<file path="src/rtl/vga_capture_if.sv">
// Signal bundle between a VGA source and vga_capture.
// The source drives sync and colour; the capture block returns the recovered pixel stream.
interface vga_capture_if;
  logic        HSYNC;
  logic        VSYNC;
  logic [2:0]  R;
  logic [2:0]  G;
  logic [1:0]  B;
  logic [7:0]  PIXEL_DATA;
  logic        PIXEL_VALID;
  logic [10:0] POS_X;
  logic [10:0] POS_Y;
  logic        FRAME_START;
  logic        LOCKED;
  logic        SYNC_ERR;

  modport master (
    output HSYNC, VSYNC, R, G, B,
    input  PIXEL_DATA, PIXEL_VALID, POS_X, POS_Y, FRAME_START, LOCKED, SYNC_ERR
  );

  modport slave (
    input  HSYNC, VSYNC, R, G, B,
    output PIXEL_DATA, PIXEL_VALID, POS_X, POS_Y, FRAME_START, LOCKED, SYNC_ERR
  );
endinterface

</file>
<file path="src/rtl/vga_capture.sv">
// VGA sink: recovers pixel position from the sync edges, verifies line and frame
// geometry against the mode, and emits coordinates once the timing is locked.
module vga_capture #(
  parameter int   SYNC_PULSE_HORIZONTAL   = 136,
  parameter int   BACK_PORCH_HORIZONTAL   = 144,
  parameter int   VISIBLE_AREA_HORIZONTAL = 1024,
  parameter int   WHOLE_LINE_HORIZONTAL   = 1328,
  parameter int   SYNC_PULSE_VERTICAL     = 6,
  parameter int   BACK_PORCH_VERTICAL     = 29,
  parameter int   VISIBLE_AREA_VERTICAL   = 768,
  parameter int   WHOLE_FRAME_VERTICAL    = 806,
  parameter logic SYNC_ACTIVE             = 1'b1
) (
  input  logic         VGACLK,
  input  logic         RST_IN,
  vga_capture_if.slave vga
);

  localparam logic [10:0] LP_HS         = 11'(SYNC_PULSE_HORIZONTAL + BACK_PORCH_HORIZONTAL);
  localparam logic [10:0] LP_HS_END     = 11'(SYNC_PULSE_HORIZONTAL + BACK_PORCH_HORIZONTAL + VISIBLE_AREA_HORIZONTAL);
  localparam logic [10:0] LP_VS         = 11'(SYNC_PULSE_VERTICAL + BACK_PORCH_VERTICAL);
  localparam logic [10:0] LP_VS_END     = 11'(SYNC_PULSE_VERTICAL + BACK_PORCH_VERTICAL + VISIBLE_AREA_VERTICAL);
  localparam logic [10:0] LP_LINE_LAST  = 11'(WHOLE_LINE_HORIZONTAL - 1);
  localparam logic [10:0] LP_FRAME_LAST = 11'(WHOLE_FRAME_VERTICAL - 1);
  localparam logic [10:0] LP_H_MAX      = 11'h7FF;

  typedef enum logic [1:0] {
    ST_SEARCH  = 2'd0,
    ST_MEASURE = 2'd1,
    ST_LOCKED  = 2'd2
  } state_t;

  logic        r_hs1, r_vs1, r_hs1_d, r_vs1_d;
  logic [7:0]  r_rgb1;
  logic [10:0] r_h_cnt, r_v_cnt;
  logic        r_frame_pend, r_line_seen;
  state_t      r_state, w_next_state;

  logic [7:0]  r_pixel_data;
  logic        r_pixel_valid, r_frame_start, r_locked, r_sync_err;
  logic [10:0] r_pos_x, r_pos_y;

  logic        w_hs_rise, w_vs_rise, w_boundary, w_timeout;
  logic        w_line_err, w_frame_err, w_any_err, w_visible, w_valid;
  logic [10:0] w_cur_h, w_cur_v;

  // Input sampling stage plus previous-sample copies for edge detection
  always_ff @(posedge VGACLK or posedge RST_IN) begin
    if (RST_IN) begin
      r_hs1   <= 1'b0;
      r_vs1   <= 1'b0;
      r_hs1_d <= 1'b0;
      r_vs1_d <= 1'b0;
      r_rgb1  <= 8'd0;
    end else begin
      r_hs1   <= vga.HSYNC;
      r_vs1   <= vga.VSYNC;
      r_hs1_d <= r_hs1;
      r_vs1_d <= r_vs1;
      r_rgb1  <= {vga.R, vga.G, vga.B};
    end
  end

  // Position recovery and geometry checks; v position is taken after the frame-boundary update
  always_comb begin
    w_hs_rise  = (r_hs1 == SYNC_ACTIVE) && (r_hs1_d != SYNC_ACTIVE);
    w_vs_rise  = (r_vs1 == SYNC_ACTIVE) && (r_vs1_d != SYNC_ACTIVE);
    w_boundary = w_hs_rise && (r_frame_pend || w_vs_rise);
    w_timeout  = !w_hs_rise && (r_h_cnt == LP_H_MAX);
    if (w_hs_rise) begin
      w_cur_h = 11'd0;
    end else if (r_h_cnt == LP_H_MAX) begin
      w_cur_h = LP_H_MAX;
    end else begin
      w_cur_h = r_h_cnt + 11'd1;
    end
    if (w_boundary) begin
      w_cur_v = 11'd0;
    end else if (w_hs_rise) begin
      w_cur_v = r_v_cnt + 11'd1;
    end else begin
      w_cur_v = r_v_cnt;
    end
    w_line_err  = w_hs_rise && r_line_seen && (r_h_cnt != LP_LINE_LAST);
    w_frame_err = w_boundary && (r_v_cnt != LP_FRAME_LAST);
    w_any_err   = w_line_err || w_frame_err || w_timeout;
    w_visible   = (w_cur_h >= LP_HS) && (w_cur_h < LP_HS_END) &&
                  (w_cur_v >= LP_VS) && (w_cur_v < LP_VS_END);
  end

  // Line/frame counters and pending-VSYNC bookkeeping
  always_ff @(posedge VGACLK or posedge RST_IN) begin
    if (RST_IN) begin
      r_h_cnt      <= 11'd0;
      r_v_cnt      <= 11'd0;
      r_frame_pend <= 1'b0;
      r_line_seen  <= 1'b0;
    end else begin
      r_h_cnt <= w_cur_h;
      r_v_cnt <= w_cur_v;
      if (w_boundary) begin
        r_frame_pend <= 1'b0;
      end else if (w_vs_rise) begin
        r_frame_pend <= 1'b1;
      end else begin
        r_frame_pend <= r_frame_pend;
      end
      if (w_timeout) begin
        r_line_seen <= 1'b0;
      end else if (w_hs_rise) begin
        r_line_seen <= 1'b1;
      end else begin
        r_line_seen <= r_line_seen;
      end
    end
  end

  // Lock state register
  always_ff @(posedge VGACLK or posedge RST_IN) begin
    if (RST_IN) begin
      r_state <= ST_SEARCH;
    end else begin
      r_state <= w_next_state;
    end
  end

  // Lock transitions; a frame error while measuring restarts the measurement in place
  always_comb begin
    w_next_state = r_state;
    case (r_state)
      ST_SEARCH: begin
        if (w_boundary) w_next_state = ST_MEASURE;
        else            w_next_state = ST_SEARCH;
      end
      ST_MEASURE: begin
        if (w_line_err || w_timeout)       w_next_state = ST_SEARCH;
        else if (w_boundary && !w_frame_err) w_next_state = ST_LOCKED;
        else                                 w_next_state = ST_MEASURE;
      end
      ST_LOCKED: begin
        if (w_any_err) w_next_state = ST_SEARCH;
        else           w_next_state = ST_LOCKED;
      end
      default: w_next_state = ST_SEARCH;
    endcase
    w_valid = w_visible && (w_next_state == ST_LOCKED);
  end

  // Output register; validity follows the next state so it drops together with LOCKED
  always_ff @(posedge VGACLK or posedge RST_IN) begin
    if (RST_IN) begin
      r_pixel_data  <= 8'd0;
      r_pixel_valid <= 1'b0;
      r_pos_x       <= 11'd0;
      r_pos_y       <= 11'd0;
      r_frame_start <= 1'b0;
      r_locked      <= 1'b0;
      r_sync_err    <= 1'b0;
    end else begin
      r_pixel_data  <= r_rgb1;
      r_pixel_valid <= w_valid;
      r_pos_x       <= w_valid ? (w_cur_h - LP_HS) : 11'd0;
      r_pos_y       <= w_valid ? (w_cur_v - LP_VS) : 11'd0;
      r_frame_start <= w_valid && (w_cur_h == LP_HS) && (w_cur_v == LP_VS);
      r_locked      <= (w_next_state == ST_LOCKED);
      r_sync_err    <= w_any_err && (r_state != ST_SEARCH);
    end
  end

  assign vga.PIXEL_DATA  = r_pixel_data;
  assign vga.PIXEL_VALID = r_pixel_valid;
  assign vga.POS_X       = r_pos_x;
  assign vga.POS_Y       = r_pos_y;
  assign vga.FRAME_START = r_frame_start;
  assign vga.LOCKED      = r_locked;
  assign vga.SYNC_ERR    = r_sync_err;

endmodule
</file>
<file path="src/flat_wrapper.sv">
// flat-port wrapper written by rule: the top's interface ports become plain ports
module vga_capture_flat 
#(
  parameter int   SYNC_PULSE_HORIZONTAL   = 136,
  parameter int   BACK_PORCH_HORIZONTAL   = 144,
  parameter int   VISIBLE_AREA_HORIZONTAL = 1024,
  parameter int   WHOLE_LINE_HORIZONTAL   = 1328,
  parameter int   SYNC_PULSE_VERTICAL     = 6,
  parameter int   BACK_PORCH_VERTICAL     = 29,
  parameter int   VISIBLE_AREA_VERTICAL   = 768,
  parameter int   WHOLE_FRAME_VERTICAL    = 806,
  parameter logic SYNC_ACTIVE             = 1'b1
)
  (VGACLK, RST_IN, vga_HSYNC, vga_VSYNC, vga_R, vga_G, vga_B, vga_PIXEL_DATA, vga_PIXEL_VALID, vga_POS_X, vga_POS_Y, vga_FRAME_START, vga_LOCKED, vga_SYNC_ERR);
  vga_capture_if vga_i ();
  input  logic VGACLK;
  input  logic RST_IN;
  input wire logic [$bits(vga_i.HSYNC)-1:0] vga_HSYNC;
  input wire logic [$bits(vga_i.VSYNC)-1:0] vga_VSYNC;
  input wire logic [$bits(vga_i.R)-1:0] vga_R;
  input wire logic [$bits(vga_i.G)-1:0] vga_G;
  input wire logic [$bits(vga_i.B)-1:0] vga_B;
  output wire logic [$bits(vga_i.PIXEL_DATA)-1:0] vga_PIXEL_DATA;
  output wire logic [$bits(vga_i.PIXEL_VALID)-1:0] vga_PIXEL_VALID;
  output wire logic [$bits(vga_i.POS_X)-1:0] vga_POS_X;
  output wire logic [$bits(vga_i.POS_Y)-1:0] vga_POS_Y;
  output wire logic [$bits(vga_i.FRAME_START)-1:0] vga_FRAME_START;
  output wire logic [$bits(vga_i.LOCKED)-1:0] vga_LOCKED;
  output wire logic [$bits(vga_i.SYNC_ERR)-1:0] vga_SYNC_ERR;
  assign vga_i.HSYNC = vga_HSYNC;
  assign vga_i.VSYNC = vga_VSYNC;
  assign vga_i.R = vga_R;
  assign vga_i.G = vga_G;
  assign vga_i.B = vga_B;
  assign vga_PIXEL_DATA = vga_i.PIXEL_DATA;
  assign vga_PIXEL_VALID = vga_i.PIXEL_VALID;
  assign vga_POS_X = vga_i.POS_X;
  assign vga_POS_Y = vga_i.POS_Y;
  assign vga_FRAME_START = vga_i.FRAME_START;
  assign vga_LOCKED = vga_i.LOCKED;
  assign vga_SYNC_ERR = vga_i.SYNC_ERR;
  vga_capture #(.SYNC_PULSE_HORIZONTAL(SYNC_PULSE_HORIZONTAL), .BACK_PORCH_HORIZONTAL(BACK_PORCH_HORIZONTAL), .VISIBLE_AREA_HORIZONTAL(VISIBLE_AREA_HORIZONTAL), .WHOLE_LINE_HORIZONTAL(WHOLE_LINE_HORIZONTAL), .SYNC_PULSE_VERTICAL(SYNC_PULSE_VERTICAL), .BACK_PORCH_VERTICAL(BACK_PORCH_VERTICAL), .VISIBLE_AREA_VERTICAL(VISIBLE_AREA_VERTICAL), .WHOLE_FRAME_VERTICAL(WHOLE_FRAME_VERTICAL), .SYNC_ACTIVE(SYNC_ACTIVE)) u_core (.VGACLK(VGACLK), .RST_IN(RST_IN), .vga(vga_i));
endmodule
</file>
<file path="config.mk">
export PLATFORM = sky130hd
export DESIGN_NAME = vga_capture_flat
export DESIGN_NICKNAME = d
export VERILOG_FILES = /design/src/rtl/vga_capture_if.sv /design/src/rtl/vga_capture.sv /design/src/flat_wrapper.sv
export SDC_FILE = /design/constraint.sdc
export NUM_CORES = 1
export LEC_CHECK = 0
export ABC_CLOCK_PERIOD_IN_PS = 6740
export CORE_MARGIN = 2
export CORE_UTILIZATION = 30
export CTS_CLUSTER_DIAMETER = 40
export CTS_CLUSTER_SIZE = 10
export DETAILED_ROUTE_END_ITERATION = 8
export PLACE_DENSITY = 0.47
export SLEW_MARGIN = 40
export SYNTH_ARGS = -nofsm -noshare
export SYNTH_HDL_FRONTEND = slang
export SYNTH_SLANG_ARGS = --single-unit
</file>
<file path="constraint.sdc">
create_clock -name VGACLK -period 6.74 [get_ports VGACLK]
set_input_delay 0.674 -clock VGACLK [delete_from_list [all_inputs] [get_ports VGACLK]]
set_output_delay 0.674 -clock VGACLK [all_outputs]
set_load 0.005 [all_outputs]
</file>
==> metrics.cfg, run 1 <==
[sta]
period_needed_ps=3500
fmax_ghz=0.286
slew_headroom_pct=50.6
worst_slew_pin_slew_ps=740
slew_viol_final=0
setup_viol=0
fin_setup_tns_ps=0
rsz0062_at_grt=no
final_hold_viol_count=0
worst_clock_skew_ps=7.20
whs_ps=347
finalCritPeriodShare_pct=51.9

[yosys]
syn-cell-area_sq_um=3420
syn-num-nets=311
ys_async_sr_fraction_pct=100
ys_seq_elements=72
ys_warn_count=0
avgSynthCellArea_sq_um=11.6
synth_area_leaders=dfrtp_1 (53%), nor3_2 (4.1%), xnor2_1 (2.8%), xor2_1 (2.0%), nor2_1 (2.0%)
synth-main-ff-cell=dfrtp_1
yosysUniqueCellTypes=67
yosysTopAreaCellShare_pct=52.7
synth-edff-count=0
yosysSeqAreaShare_pct=52.7
synth_top_area_cell=dfrtp_1
synth_cells=294

[grt]
grt_overflow=0
grt_use_total_pct=13.3
grt_pass1_wl_microns=13100
grt_max_degree=73
grt_pass1_vias=2443
antenna_found_initial=0

[drt]
via_per_inst=4.96
postRouteAntennaNets=0
wire_per_inst_microns=16.1
post-route-drc-count=0
routed_wl_microns=7810
vias=2406
firstDrtPassIters=4
first_iter_violations=145

[die]
die_area_sq_um=12300
die_width_microns=111
io_pins=46
num_rows=38
fp.dieH_microns=111
start_util_pct=31.1
core_area_sq_um=11000

[worst_setup_path]
crit_start=u_core.r_hs1_d$_DFF_PP0_
cp_data_required_time_ps=6930
timing.rr.start=u_core.r_hs1_d$_DFF_PP0_
startpoint_type=flip-flop
worst-setup-path-type=reg2reg
r2r_end=u_core.vga.POS_Y[3]$_DFF_PP0_
worst-path-max-fanout=24
critPathCaptureType=flip-flop
arrival_ps=3690
r2r_slack_ps=3240
r2r_cells=7

[outcome]
status=finished clean

[worst_hold_path]
hold_end=u_core.vga.PIXEL_DATA[0]$_DFF_PP0_
worstHoldPathCells=0
hp-start=u_core.r_rgb1[0]$_DFF_PP0_
worstHoldPathType=reg2reg

[clocking]
clk_pin_slew_ps=60
cts_made_buffers=9
clock_path_buffers=2
cts_hold_buf=0
cts_root_buf=clkbuf_16
post_cts_buffers=0
clk_latency_ps=330
clock_sinks=72
tritoncts=yes
htreeDepth=3
cts_resized=0

[job]
cap_violations=0

[final_layout]
n_fill_cell=1088
layout.nets=357
antenna-diode-count=0
drive_gt1_share_pct=17.1
multi_input_area_sq_um=1490
final_cell_mix=dfrtp_1 (72), clkdlybuf4s50_1 (45), nor2_1 (18), nand2_1 (14), nor3_2 (14)
seq_area_sq_um=1800
layoutNonFillerInstCount=485
area_delta_synth_final_pct=24.2
layout_commonest_cell=dfrtp_1

[power]
vdd_ir_drop_max_mv=0.109
p_per_area_nw_per_um2=246
p_leak_nw=1.73
p_total_mw=1.04

[place]
portBuffers=45
dp.cells=469
place_congestion=0.799
hpwl_microns=5330

-- power breakdown --
group | switching (mW) | internal [mW]
logic | 0.0686 | 0.0547
registers | 0.0261 | 0.456
clock network | 0.189 | 0.250
total | 0.284 | 0.761
-- critical path, cell delays in order, from the launching register on --
cell and delay (ps):
dfrtp_1 390, and2b_1 680, o21a_1 610, nor2_1 250, nor4_2 370, and3b_1 590, buf_4 360, nor3b_2 90
-- kinds of logic (layout without fill, tap and decap cells) --
group,count (synthesis),count (layout),synth area share [%]
buffers and inverters,21,72,3.70
AO/OA/AOI/OAI,60,60,13.1
XOR/XNOR,19,19,4.87
multiplexers,4,4,1.21
adder cells (fa/ha/maj),5,5,1.83
flip-flops,72,72,52.7
AND/OR/NAND/NOR,113,113,22.5
-- registers in the layout (all words and copies together), names as in the netlist --
name	count
u_core.r_frame_pend	1
u_core.r_state	2
u_core.vga.LOCKED	1
u_core.vga.POS_X	11
u_core.vga.PIXEL_DATA	8
u_core.vga.PIXEL_VALID	1
u_core.r_vs1_d	1
u_core.r_hs1_d	1
u_core.vga.SYNC_ERR	1
u_core.vga.FRAME_START	1
u_core.r_rgb1	8
u_core.r_hs1	1
u_core.r_line_seen	1
u_core.r_v_cnt	11
u_core.r_vs1	1
u_core.r_h_cnt	11
u_core.vga.POS_Y	11
-- worst max path at each step --
stage          cells after the start  slack, ps                              to
2_1_floorplan                     10       4190  u_core.vga.POS_Y[10]$_DFF_PP0_
3_3_place_gp                       7       3320   u_core.vga.POS_Y[1]$_DFF_PP0_
3_5_place_dp                       8       3220   u_core.vga.POS_Y[1]$_DFF_PP0_
4_1_cts                            7       3190   u_core.vga.POS_Y[3]$_DFF_PP0_
5_1_grt                            7       2960   u_core.vga.POS_Y[1]$_DFF_PP0_
6_report                           7       3240   u_core.vga.POS_Y[3]$_DFF_PP0_
-- cell usage after synthesis (all sizes together), types with 3 or more instances --
| cell type | number |
|---|---|
| nor4b | 3 |
| nand2 | 14 |
| and2 | 3 |
| a211oi | 7 |
| nand4b | 3 |
| nand2b | 3 |
| clkbuf | 3 |
| nor4 | 5 |
| nor3b | 6 |
| ha | 5 |
| and3 | 4 |
| nor3 | 18 |
| buf | 9 |
| nor2 | 19 |
| a21oi | 12 |
| o21a | 4 |
| nand3 | 10 |
| mux2i | 3 |
| o211ai | 5 |
| xnor2 | 11 |
| dfrtp | 72 |
| or3 | 7 |
| nand4 | 5 |
| xor2 | 8 |
| inv | 9 |
| or2 | 4 |
| o21ai | 12 |
-- area by class of cell --
cell class	count	share of cell area, %
multi-input cells	201	35.1
flip-flops and latches	72	42.5
inverters	9	0.796
clock inverters	6	1.06
well taps	140	4.13
clock buffers	10	5.40
repair buffers	47	11.1
-- metrics by stage --
step / setup slack, ps / cell area (sq um) / utilization, %
after detailed placement: 3220 / 3970 / 36.1
after global placement: 3320 / 3970 / 36.1
after global routing: 2960 / 4240 / 38.6
final: 3240 / 4240 / 38.6
after floorplan: 4190 / 3420 / -
after CTS: 3190 / 4240 / 38.6
-- layer usage --
| metal | up-vias | GRT usage [%] | wire [microns] |
|---|---|---|---|
| met5 | - | 0 | 0 |
| met4 | 0 | 4.92 | 108 |
| met3 | 10 | 2.79 | 367 |
| met2 | 58 | 19.1 | 3330 |
| met1 | 1178 | 19.5 | 4010 |
| li1 | 1160 | - | - |
No activity file was read; power rests on OpenSTA's default activity.
==> run 2, diff against run 1 <==
--- a/config.mk
+++ b/config.mk
@@ -5,7 +5,7 @@
 export SDC_FILE = /design/constraint.sdc
 export NUM_CORES = 1
 export LEC_CHECK = 0
-export ABC_CLOCK_PERIOD_IN_PS = 6740
+export ABC_CLOCK_PERIOD_IN_PS = 3500
 export CORE_MARGIN = 2
 export CORE_UTILIZATION = 30
 export CTS_CLUSTER_DIAMETER = 40
==> constraint.sdc (replaced) <==
create_clock -name VGACLK -period 3.5 [get_ports VGACLK]
set_input_delay 0.35 -clock VGACLK [delete_from_list [all_inputs] [get_ports VGACLK]]
set_output_delay 0.35 -clock VGACLK [all_outputs]
set_load 0.005 [all_outputs]
==> run 2 against run 1 <==
Cell area is 2.2% higher. Non-clock buffer count rose by 5. Sequential share of layout area down 0.92 points. Setup slack got worse by 2700 ps. Core utilization up 0.85 points. Register-to-register slack worse by 2700 ps. Fmax up 20%. Clock power increased by 120%. Combinational power increased by 96%. Wire length decreased by 1.6%. Critical path depth grew 3. Largest cell class unchanged. Highest routed layer unchanged.
==> metrics.cfg, run 2 (same netlist as run 1, synthesis figures left out) <==
[outcome]
status=finished clean

[sta]
slew_viol_final=0
fin_setup_tns_ps=0
whs_ps=347
rsz0062_at_grt=no
fmax_ghz=0.342
slew_headroom_pct=54.3
period_needed_ps=2920
worst_clock_skew_ps=8.68
worst_slew_pin_slew_ps=667
finalCritPeriodShare_pct=83.4
final_hold_viol_count=0
setup_viol=0

[worst_setup_path]
r2r_end=u_core.vga.POS_Y[10]$_DFF_PP0_
crit_start=u_core.r_h_cnt[0]$_DFF_PP0_
critPathCaptureType=flip-flop
arrival_ps=3110
slowest_delay_ps=390
worstPathCellList=ha_1 > and3_1 > nand3_1 > a21oi_1 > ha_1 > a211oi_1 > or3_1 > nand4_4 > buf_4 > nor3_2
critPathSlowestCell=dfrtp_1
r2r_slack_ps=580
r2r_cells=10
cp_data_required_time_ps=3690
crit_path_frequent_cell=ha_1
worst-setup-path-type=reg2reg
timing.rr.start=u_core.r_h_cnt[0]$_DFF_PP0_
startpoint_type=flip-flop
worst-path-max-fanout=23
critPathCapture=u_core.vga.POS_Y[10]$_DFF_PP0_

[final_layout]
layout.nets=362
antenna-diode-count=0
layout_commonest_cell=dfrtp_1
final_cell_mix=dfrtp_1 (72), clkdlybuf4s50_1 (45), nor2_1 (18), nand2_1 (14), nor3_2 (14)
fin_util_pct=39.5
drive_gt1_share_pct=18.3
final_cell_area_sq_um=4340
area_delta_synth_final_pct=26.9

[clocking]
cts_root_buf=clkbuf_16
clock_path_buffers=2
clock_sinks=72
clk_latency_ps=330
cts_resized=0
clk_pin_slew_ps=60
cts_hold_buf=0
post_cts_buffers=0
htreeDepth=3
cts_made_buffers=9
tritoncts=yes

[place]
placed_area_sq_um=4020
portBuffers=45
hpwl_microns=5340
place_congestion=0.870

[grt]
grt_overflow=0
grt_pass1_vias=2449
grt_use_total_pct=13.0
grt_pass1_wl_microns=12900
antenna_found_initial=0
grt_max_degree=73

[worst_hold_path]
worstHoldPathCells=0
worstHoldPathType=reg2reg

[die]
die_area_sq_um=12300
die_width_microns=111
core_area_sq_um=11000
num_rows=38
io_pins=46
fp.dieH_microns=111
start_util_pct=31.1

[drt]
post-route-drc-count=0
first_iter_violations=145
wire_per_inst_microns=15.7
firstDrtPassIters=4
via_per_inst=4.83
routed_wl_microns=7690
vias=2367
postRouteAntennaNets=0

[power]
vdd_ir_drop_max_mv=0.270
p_leak_nw=1.78
p_per_area_nw_per_um2=496
p_total_mw=2.15

[job]
cap_violations=0

## run 2: per-stage QoR
| step | std cells | setup WS, ps |
|---|---|---|
| after floorplan | 294 | 952 |
| after detailed placement | 474 | 615 |
| after global routing | 490 | 306 |
| after CTS | 490 | 560 |
| after global placement | 474 | 646 |
| final | 490 | 580 |
## run 2: critical path, delay by kind of cell (launching register included)
kind	cells	cell delay (ps)
flip-flops	1	390
AO/OA/AOI/OAI	2	420
AND/OR/NAND/NOR	5	1070
adder cells (fa/ha/maj)	2	540
buffers and inverters	1	350
## run 2: final cells by class
| class | count | area (sq um) |
|---|---|---|
| inverter | 9 | 33.8 |
| clock inverter | 6 | 92.6 |
| timing repair buffer | 52 | 515 |
| clock buffer | 10 | 229 |
| sequential | 72 | 1800 |
| tap | 140 | 175 |
| multi-input combinational | 201 | 1490 |
| fill | 1030 | 6650 |
## run 2: worst min-delay path by stage
stage | from | endpoint | slack, ps
finish | u_core.r_rgb1[0]$_DFF_PP0_ | u_core.vga.PIXEL_DATA[0]$_DFF_PP0_ | 350
global placement | u_core.r_rgb1[0]$_DFF_PP0_ | u_core.vga.PIXEL_DATA[0]$_DFF_PP0_ | 330
detailed placement | u_core.r_rgb1[0]$_DFF_PP0_ | u_core.vga.PIXEL_DATA[0]$_DFF_PP0_ | 330
CTS | u_core.r_rgb1[0]$_DFF_PP0_ | u_core.vga.PIXEL_DATA[0]$_DFF_PP0_ | 350
floorplan | u_core.r_rgb1[0]$_DFF_PP0_ | u_core.vga.PIXEL_DATA[0]$_DFF_PP0_ | 330
global route | u_core.r_rgb1[4]$_DFF_PP0_ | u_core.vga.PIXEL_DATA[4]$_DFF_PP0_ | 350
## run 2: metal layers
metal / GRT usage (%) / routed length [microns] / vias up
met2: 18.2 / 3270 / 78
met1: 18.9 / 3800 / 1112
met5: 0 / 0 / -
li1: - / - / 1167
met4: 5.58 / 131 / 0
met3: 3.44 / 485 / 10
## run 2: where the power goes
part / total [mW] / switching [mW] / leakage (nW) / internal (mW)
sequential: 0.926 / 0.0485 / 0.942 / 0.878
combinational: 0.241 / 0.132 / 0.690 / 0.109
clock: 0.982 / 0.355 / 0.149 / 0.628
